$ cat src/rtl/uart_tx_fifo.sv
// uart_tx_fifo
//   Buffered UART transmitter. Bytes pushed by a producer are queued in a
//   small circular FIFO and sent one frame at a time. Each frame is one start
//   bit (low), eight data bits sent LSB first, and one stop bit (high). Every
//   bit lasts CLKS_PER_BIT clocks. After each stop bit the line is held high
//   for GAP_BITS extra bit periods, which gives the downstream receiver time
//   to return to idle before the next start bit.
//
// Parameters
//   CLKS_PER_BIT : clocks per serial bit (1..255)
//   FIFO_DEPTH   : FIFO entries (power of two, >= 2)
//   GAP_BITS     : idle-high bit periods after each stop bit (1..15)
//
// Ports
//   clk           : rising-edge clock for all state
//   rst_n         : asynchronous active-low reset; aborts any frame and
//                   empties the FIFO
//   input_valid   : producer presents input_Byte this cycle
//   input_Byte    : byte to queue
//   ready         : FIFO not full; a push happens when input_valid && ready
//   output_serial : registered serial line, idle high
//   busy          : transmitter FSM is not in IDLE
//   done          : one-cycle pulse after the last clock of each stop bit
//   fifo_level    : number of occupied FIFO entries

module uart_tx_fifo #(
    parameter int CLKS_PER_BIT = 1,
    parameter int FIFO_DEPTH   = 4,
    parameter int GAP_BITS     = 2
) (
    input  logic                          clk,
    input  logic                          rst_n,
    input  logic                          input_valid,
    input  logic [7:0]                    input_Byte,
    output logic                          ready,
    output logic                          output_serial,
    output logic                          busy,
    output logic                          done,
    output logic [$clog2(FIFO_DEPTH):0]   fifo_level
);

    localparam int AW = $clog2(FIFO_DEPTH);

    // Terminal counts for the bit-period counter and the gap counter.
    localparam logic [7:0]  CLK_LAST = 8'(CLKS_PER_BIT - 1);
    localparam logic [11:0] GAP_LAST = 12'(GAP_BITS * CLKS_PER_BIT - 1);

    typedef enum logic [2:0] {
        IDLE  = 3'd0,
        START = 3'd1,
        DATA  = 3'd2,
        STOP  = 3'd3,
        GAP   = 3'd4
    } state_t;

    state_t       state_q, state_d;
    logic [7:0]   clk_count_q, clk_count_d;
    logic [2:0]   bit_index_q, bit_index_d;
    logic [11:0]  gap_count_q, gap_count_d;
    logic [7:0]   shift_q, shift_d;
    logic         serial_q, serial_d;
    logic         done_q, done_d;

    logic [AW:0]  wptr_q, rptr_q;
    logic [7:0]   mem [FIFO_DEPTH];

    logic         full, empty, push, pop;

    // Pointers carry one extra wrap bit so that full and empty can be told
    // apart when the index bits match.
    assign empty      = (wptr_q == rptr_q);
    assign full       = (wptr_q[AW] != rptr_q[AW]) &&
                        (wptr_q[AW-1:0] == rptr_q[AW-1:0]);
    assign ready      = !full;
    assign push       = input_valid && !full;
    assign fifo_level = wptr_q - rptr_q;

    assign output_serial = serial_q;
    assign busy          = (state_q != IDLE);
    assign done          = done_q;

    // FIFO storage. Contents need no reset: the pointers alone decide which
    // entries are valid, so clearing the pointers discards everything.
    always_ff @(posedge clk) begin
        if (push) begin
            mem[wptr_q[AW-1:0]] <= input_Byte;
        end
    end

    // FIFO pointers. A push and a pop in the same cycle both advance, leaving
    // the level unchanged. A push while full is simply ignored.
    always_ff @(posedge clk or negedge rst_n) begin
        if (!rst_n) begin
            wptr_q <= '0;
            rptr_q <= '0;
        end else begin
            if (push) begin
                wptr_q <= wptr_q + 1'b1;
            end
            if (pop) begin
                rptr_q <= rptr_q + 1'b1;
            end
        end
    end

    // Next-state logic for the frame sequencer. The serial line value is
    // derived from the next state so that the registered line changes on the
    // same edge the FSM enters a new state (start bit falls on the pop edge).
    always_comb begin
        state_d     = state_q;
        clk_count_d = clk_count_q;
        bit_index_d = bit_index_q;
        gap_count_d = gap_count_q;
        shift_d     = shift_q;
        done_d      = 1'b0;
        pop         = 1'b0;

        case (state_q)
            IDLE: begin
                if (!empty) begin
                    pop         = 1'b1;
                    shift_d     = mem[rptr_q[AW-1:0]];
                    clk_count_d = '0;
                    bit_index_d = '0;
                    state_d     = START;
                end
            end
            START: begin
                if (clk_count_q == CLK_LAST) begin
                    clk_count_d = '0;
                    state_d     = DATA;
                end else begin
                    clk_count_d = clk_count_q + 8'd1;
                end
            end
            DATA: begin
                if (clk_count_q == CLK_LAST) begin
                    clk_count_d = '0;
                    if (bit_index_q == 3'd7) begin
                        state_d = STOP;
                    end else begin
                        bit_index_d = bit_index_q + 3'd1;
                    end
                end else begin
                    clk_count_d = clk_count_q + 8'd1;
                end
            end
            STOP: begin
                if (clk_count_q == CLK_LAST) begin
                    clk_count_d = '0;
                    gap_count_d = '0;
                    done_d      = 1'b1;
                    state_d     = GAP;
                end else begin
                    clk_count_d = clk_count_q + 8'd1;
                end
            end
            GAP: begin
                if (gap_count_q == GAP_LAST) begin
                    state_d = IDLE;
                end else begin
                    gap_count_d = gap_count_q + 12'd1;
                end
            end
            default: begin
                state_d = IDLE;
            end
        endcase

        case (state_d)
            START:   serial_d = 1'b0;
            DATA:    serial_d = shift_d[bit_index_d];
            default: serial_d = 1'b1;
        endcase
    end

    // Sequencer state. Reset forces the line high immediately, abandoning
    // any frame in flight.
    always_ff @(posedge clk or negedge rst_n) begin
        if (!rst_n) begin
            state_q     <= IDLE;
            clk_count_q <= '0;
            bit_index_q <= '0;
            gap_count_q <= '0;
            shift_q     <= '0;
            serial_q    <= 1'b1;
            done_q      <= 1'b0;
        end else begin
            state_q     <= state_d;
            clk_count_q <= clk_count_d;
            bit_index_q <= bit_index_d;
            gap_count_q <= gap_count_d;
            shift_q     <= shift_d;
            serial_q    <= serial_d;
            done_q      <= done_d;
        end
    end

endmodule
$ cat config.mk
export PLATFORM = sky130hd
export DESIGN_NAME = uart_tx_fifo
export DESIGN_NICKNAME = d
export VERILOG_FILES = /design/src/rtl/uart_tx_fifo.sv
export SDC_FILE = /design/constraint.sdc
export NUM_CORES = 1
export LEC_CHECK = 0
export CAP_MARGIN = 30
export CORE_UTILIZATION = 56
export CTS_BUF_LIST = sky130_fd_sc_hd__clkbuf_2 sky130_fd_sc_hd__clkbuf_4 sky130_fd_sc_hd__clkbuf_8
export DETAILED_ROUTE_END_ITERATION = 16
export MAX_ROUTING_LAYER = met4
export PLACE_DENSITY = 0.85
export SLEW_MARGIN = 20
export SYNTH_ARGS = -nofsm -noshare
export SYNTH_HDL_FRONTEND = slang
export SYNTH_SLANG_ARGS = --single-unit
$ cat constraint.sdc
create_clock -name clk -period 2.5 [get_ports clk]
set_input_delay 0.375 -clock clk [delete_from_list [all_inputs] [get_ports clk]]
set_output_delay 0.375 -clock clk [all_outputs]
set_load 0.02 [all_outputs]
==> After elaboration in Yosys (flattened, before gate mapping) <==
Memories as Yosys holds them, arrays and structs flattened.
Index checks and enable logic that the tools add are counted.
W data, S select, Z words.
{ "classes": {"add_sub_neg": 6, "magnitude_cmp": 1, "n_eq_ne": 14, "muxes": 28, "reduce_logical": 11} }
{ "op_table": {"columns": ["operator", "count"], "rows": [
  ["$mux W8", 4],
  ["$mux W3", 9],
  ["$mux W12", 2],
  ["$pmux W12 S2", 1],
  ["$pmux W8 S2", 1],
  ["$pmux W3 S5", 1],
  ["$add A12 B1 Y12 const B", 1],
  ["$eq A12 B1 Y1 const B", 1],
  ["$add A3 B1 Y3 const B", 3],
  ["$eq A3 B2 Y1 const B", 3],
  ["$add A8 B1 Y8 const B", 1],
  ["$logic_not A8 Y1", 1],
  ["$mux W1", 7],
  ["$eq A3 B1 Y1 const B", 2],
  ["$eq A3 B3 Y1 const B", 2],
  ["$ne A2 B2 Y1 const B", 3],
  ["$pmux W3 S2", 1],
  ["$lt A3 B4 Y1 const B", 1],
  ["$reduce_bool A2 Y1", 2],
  ["$bmux W1 S3", 1],
  ["$eq A3 B3 Y1", 1],
  ["$logic_not A3 Y1", 1],
  ["$reduce_and A3 Y1", 1],
  ["$reduce_bool A3 Y1", 1],
  ["8 further kinds", 9]
]} }
{ "word_totals": {"reg_bits": 42, "mem_bits_rw": 32, "out_inout_bits": 7, "n_memories": 1} }
{ "mem_list": {"columns": ["memory", "words", "word_bits", "read_ports", "rd_clocked_by_memory_dff", "wr", "line", "rtl"], "rows": [
  ["mem", 4, 8, 1, 0, 1, "65", "logic [7:0] mem [FIFO_DEPTH];"]
]} }

==> Depth between registers and ports, before layout <==
{ "depth": {"ltp_word": 7, "mapped_depth": 10} }

==> Worst setup path before layout <==
Ideal clock, no wire load.
{ "synth_timing": {"path_kind": "register -> register", "start": "reg rptr_q[1]", "end": "reg serial_q (netlist: output_serial)", "setup_ps": 82, "t_arrival_ps": 2507, "t_required_ps": 2418, "path_slack_ps": -89, "stages_incl_launch_ff": 11, "period_less_slack_ps": 2589, "cell_sequence": "dfrtp_1 > clkbuf_1 > inv_1 > ha_1 > nand2_1 > o21bai_4 > buf_1 > mux2_2 > mux2i_1 > o22ai_1 > o31a_1"} }
{ "synth_via": {"elab_chain_len": 6} }
{ "synth_rtl": {"columns": ["element", "line", "rtl"], "rows": [
  ["start, declared", "64", "logic [AW:0] wptr_q, rptr_q;"],
  ["start signal, assigned", "101", "rptr_q <= rptr_q + 1'b1;"],
  ["$mem_v2 Z4 W8 / $eq A3 B3 Y1 (equally long branches)", null, null],
  ["$mux W8 *", "120", "if (!empty) begin"],
  ["$mux W8 *", "118", "case (state_q)"],
  ["net shift_d[5]", "60", "logic [7:0] shift_q, shift_d;"],
  ["$bmux W1 S3 *", "172", "DATA: serial_d = shift_d[bit_index_d];"],
  ["$mux W1 (not written as such) *", "172", null],
  ["$pmux W1 S2 *", "170", "case (state_d)"],
  ["net serial_d", "61", "logic serial_q, serial_d;"],
  ["end signal, assigned", "194", "serial_q <= serial_d;"],
  ["end, declared", "61", null]
]} }
The timed path passes the listed nets; every way through them passes the cells marked *. The select of a mux whose other input is x is not followed.
A chain may end at the register's enable or synchronous reset.

==> Worst setup path after layout <==
{ "layout_timing": {"start": "reg clk_count_q[0]", "end": "reg serial_q (netlist: output_serial)"} }
{ "layout_via": {"elab_chain_len": 6} }
{ "layout_rtl": {"columns": ["element", "line", "rtl"], "rows": [
  ["start, declared", "57", "logic [7:0] clk_count_q, clk_count_d;"],
  ["start signal, assigned", "190", "clk_count_q <= clk_count_d;"],
  ["$logic_not A8 Y1", "137", "if (clk_count_q == CLK_LAST) begin"],
  ["$mux W3", "137", null],
  ["$pmux W3 S2", "118", null],
  ["net bit_index_d[0]", "58", "logic [2:0] bit_index_q, bit_index_d;"],
  ["$bmux W1 S3", "172", null],
  ["$mux W1 (not written as such)", "172", null],
  ["$pmux W1 S2", "170", null],
  ["net serial_d", "61", null]
]} }
The timed path passes the listed nets, and every way through them passes these cells. The select of a mux whose other input is x is not followed.

==> impl_results.md <==
- Leak: 0.00172 uW
- Slew Limit Fails: 0
- Mean Syn Cell Area: around 13 sq um
- Synth top area cells: dfrtp_1 30%, edfxtp_1 28%, mux4_2 5.3%
- Antenna Cells: 0
- Via/cell ratio: between 5 and 6
- I/O pin count: 18
- Slew @ Worst Pin: approximately 540 ps
- Pwr dens: 1200 mW/mm^2
- Total negative slack: -15.3 ps
- CP endpoint kind: flop
- Remaining DRCs: 0
- Post-Synthesis Cell Area: around 0.0034 sq mm
- Syn Nets: between 200 and 300
- Row Count: 28
- Most frequent cells after synthesis: 41 x dfrtp_1, 32 x edfxtp_1, 25 x nor2_1, 15 x nand2_1
- Yosys warns: 0
- Share of power burned in the clock network: around a fifth
- Remaining Overflow, GRT: 0
- Crit path DAT: roughly 2800 ps
- M2 GR Usage: 36.8%
- Final Critical Period: approximately 2500 ps
- Number of fill cells: a little over 400
- Via count: between 2000 and 2500
- Final clock skew: slightly below 8 ps
- Sw Share: a little over a third
- Share of layout cells above drive strength 1: between 20% and 30%
- Die width: ~80 um
- GR peak layer: met2
- Setup ws final: -15.3 ps
- Synth Area in Simple Gates: roughly an eighth
- Die area: between 0.006 and 0.007 sq mm
- Sw Pwr: between 1500 and 2000 uW
- DIE HEIGHT: approximately 80 um
- Post-synthesis async set-or-reset flop share: between 50% and 60%
- Initial core utilization: around 58%
- Cts hold-fix bufs: 0
- Drt pass-1 iters: 4
- CP required: approximately 2800 ps
- Multiplexer share of the synthesized area: 9.16%
- Post-route ant nets: 0
- Synth area leader: dfrtp_1
- DP Wirelength: between 4000 and 5000 um
- Fin cells: ~380
- Starting DRT DRC Count: 80
- Sequential group share of total power: 35.7%
- Dpl cells: 363
- Initial antenna violation count: 0
- Final setup viols: 1
- I/O Buffers: 17
- CTS Buf Count: 9
- Post-synth top flop: dfrtp_1
- Crit path kind: reg -> reg
- Setup crit start kind: flop
- Layout Nets: 327
- Int Power: about 3100 uW
- Main combinational cell family by area after synthesis: simple AND/OR/NAND/NOR gates
- CTS Buffer Depth: 2
- Met1 Use GR: around 27%
- Number of global-route vias before repair: about 2100
- Final GP Congestion: 0.872
- Hold slack: around 3.4 ps
- Status: complete, but fails checks
- Violated checks: negative setup slack
- Total global-route track usage: 22.5%
- Clock tree sinks: 74
- Fmax: ~400 MHz
- Tightest Hold Check Type: in -> async
- Max-Cap Viols: 0
- Clock transition at path regs: ~80 ps
- Met3 Resource Use GR: just over 6%
- Largest net degree at the start of global routing: 43
- Post-Synth XOR/XNOR Area: under 10%
- Clock latency on the worst-skew pair: around 350 ps
- Synth Area in Compound Gates: under 10%
- Seq/Total Area, Yosys: around 59%
- Synth Area in Adders: around 5%
- Dominant cell by count in the synthesized netlist: dfrtp_1
- Wirelength per Cell: 16.3 um
- Normalized max-slew margin: ~64%
- Yosys reg bits: 74
- Global-route wire length before repair: 10200 um
- Area delta synth->final: 20.6%
- Area share of the largest cell type after synthesis: a little under a third
- Post-synth cell types: 50
- CTS tree: done
- Period utilisation layout: 101%
- Synth Instances: between 200 and 300
- WL final: about 6300 um
- Crit-path max FO: 4
- Final Hold Fails: 0
- Clock Tree Root: clkbuf_8
- RSZ-0062 raised after global routing: yes
- CTS H-Tree Depth: 3
- Comb pwr share: 43.3%
- Core area: between 0.005 and 0.006 sq mm
- Post-synth EDFFs: 32
- Peak supply drop: around 0.9 mV
[kinds of logic after synthesis]
group	Yosys count
muxes	20
DFF	74
AOI/OAI and AO/OA	34
adders and majority gates	13
xor gates and xnor gates	18
buffers and inverters	19
and+or+nand+nor	82
[critical path, cell delays in order (launching register included)]
cell      delay [ps]
dfrtp_1          380
inv_1             60
ha_1             130
or3b_4           380
or3_4            390
buf_6            140
o211ai_4         210
nand2_4          100
or2_0            190
nor4bb_2         170
o31a_1           280
[final timing paths]
check | startpoint | endpoint | slack (ps) | cells past startpoint
min | rst_n | clk_count_q[0]$_DFFE_PN0P_ | 3 | 1
min in group clk | clk_count_q[7]$_DFFE_PN0P_ | clk_count_q[7]$_DFFE_PN0P_ | 490 | 1
min reg2reg | clk_count_q[7]$_DFFE_PN0P_ | clk_count_q[7]$_DFFE_PN0P_ | 490 | 1
max in group asynchronous | rst_n | output_serial$_DFF_PN1_ | 1930 | 2
max | clk_count_q[0]$_DFFE_PN0P_ | output_serial$_DFF_PN1_ | -20 | 10
max reg2reg | clk_count_q[0]$_DFFE_PN0P_ | output_serial$_DFF_PN1_ | -20 | 10
[through the flow]
stage | util [%] | cell area (sq um) | setup WS (ps) | power [uW]
2_1_floorplan | - | 3400 | 36.9 | 3100
3_3_place_gp | 63.9 | 3760 | 47.2 | 3630
3_5_place_dp | 63.9 | 3760 | -83.0 | 3750
4_1_cts | 68.8 | 4050 | -1.52 | 4890
5_1_grt | 69.7 | 4100 | -131 | 5190
6_report | 69.7 | 4100 | -15.3 | 4930
[flip-flops by register name, indices dropped and copies added (netlist names)]
signal	flops
shift_q	8
gap_count_q	12
output_serial	1
mem	32
bit_index_q	3
wptr_q	3
rptr_q	3
state_q	3
clk_count_q	8
done	1
[power groups by stage]
stage	Sequential (uW)	Clock [uW]	Combinational (uW)
floorplan	1740	0	1350
global placement	1750	0	1880
detailed placement	1770	0	1980
CTS	1750	1050	2090
global route	1790	1090	2320
finish	1760	1040	2130
[cell usage in the layout, fill, tap and decap left out, types with 3 or more instances in the layout]
| master | netlist | routed |
|---|---|---|
| dfrtp_1 | 41 | 41 |
| edfxtp_1 | 32 | 32 |
| nor2_1 | 25 | 23 |
| buf_4 | 0 | 18 |
| nand2_1 | 15 | 15 |
| inv_1 | 14 | 14 |
| clkdlybuf4s50_1 | 0 | 14 |
| o21ai_0 | 14 | 13 |
| ha_1 | 12 | 12 |
| xor2_1 | 12 | 11 |
| nand3_1 | 10 | 10 |
| mux2_2 | 9 | 9 |
| clkbuf_8 | 0 | 9 |
| mux4_2 | 8 | 8 |
| and3_1 | 7 | 7 |
| xnor2_1 | 6 | 6 |
| a31oi_1 | 4 | 4 |
| nand4_1 | 3 | 3 |
| o31ai_1 | 3 | 3 |
[cell type report]
type	instances	area (sq um)	share of cell area (%)
clock buffers	9	124	3.02
clock inverters	7	101	2.47
inverters	14	52.6	1.28
multi-input cells	167	1380	33.7
flip-flops and latches	74	2010	49.1
well taps	75	93.8	2.29
repair buffers	37	337	8.20
[per-layer routing]
layer	vias up	part of all wire (%)	wire, um
met1	1013	44	2730
met2	51	51	3210
li1	1026	-	-
met5	-	0	0
met4	0	0.91	57
met3	9	4.1	257
[what timing repair did]
action | in CTS | in global routing
pin swaps | 9 | 3
setup endpoints to repair | 3 | 5
setup buffers | 3 | 0
gates resized for setup | 12 | 5
(Power assumes the default switching activity.)
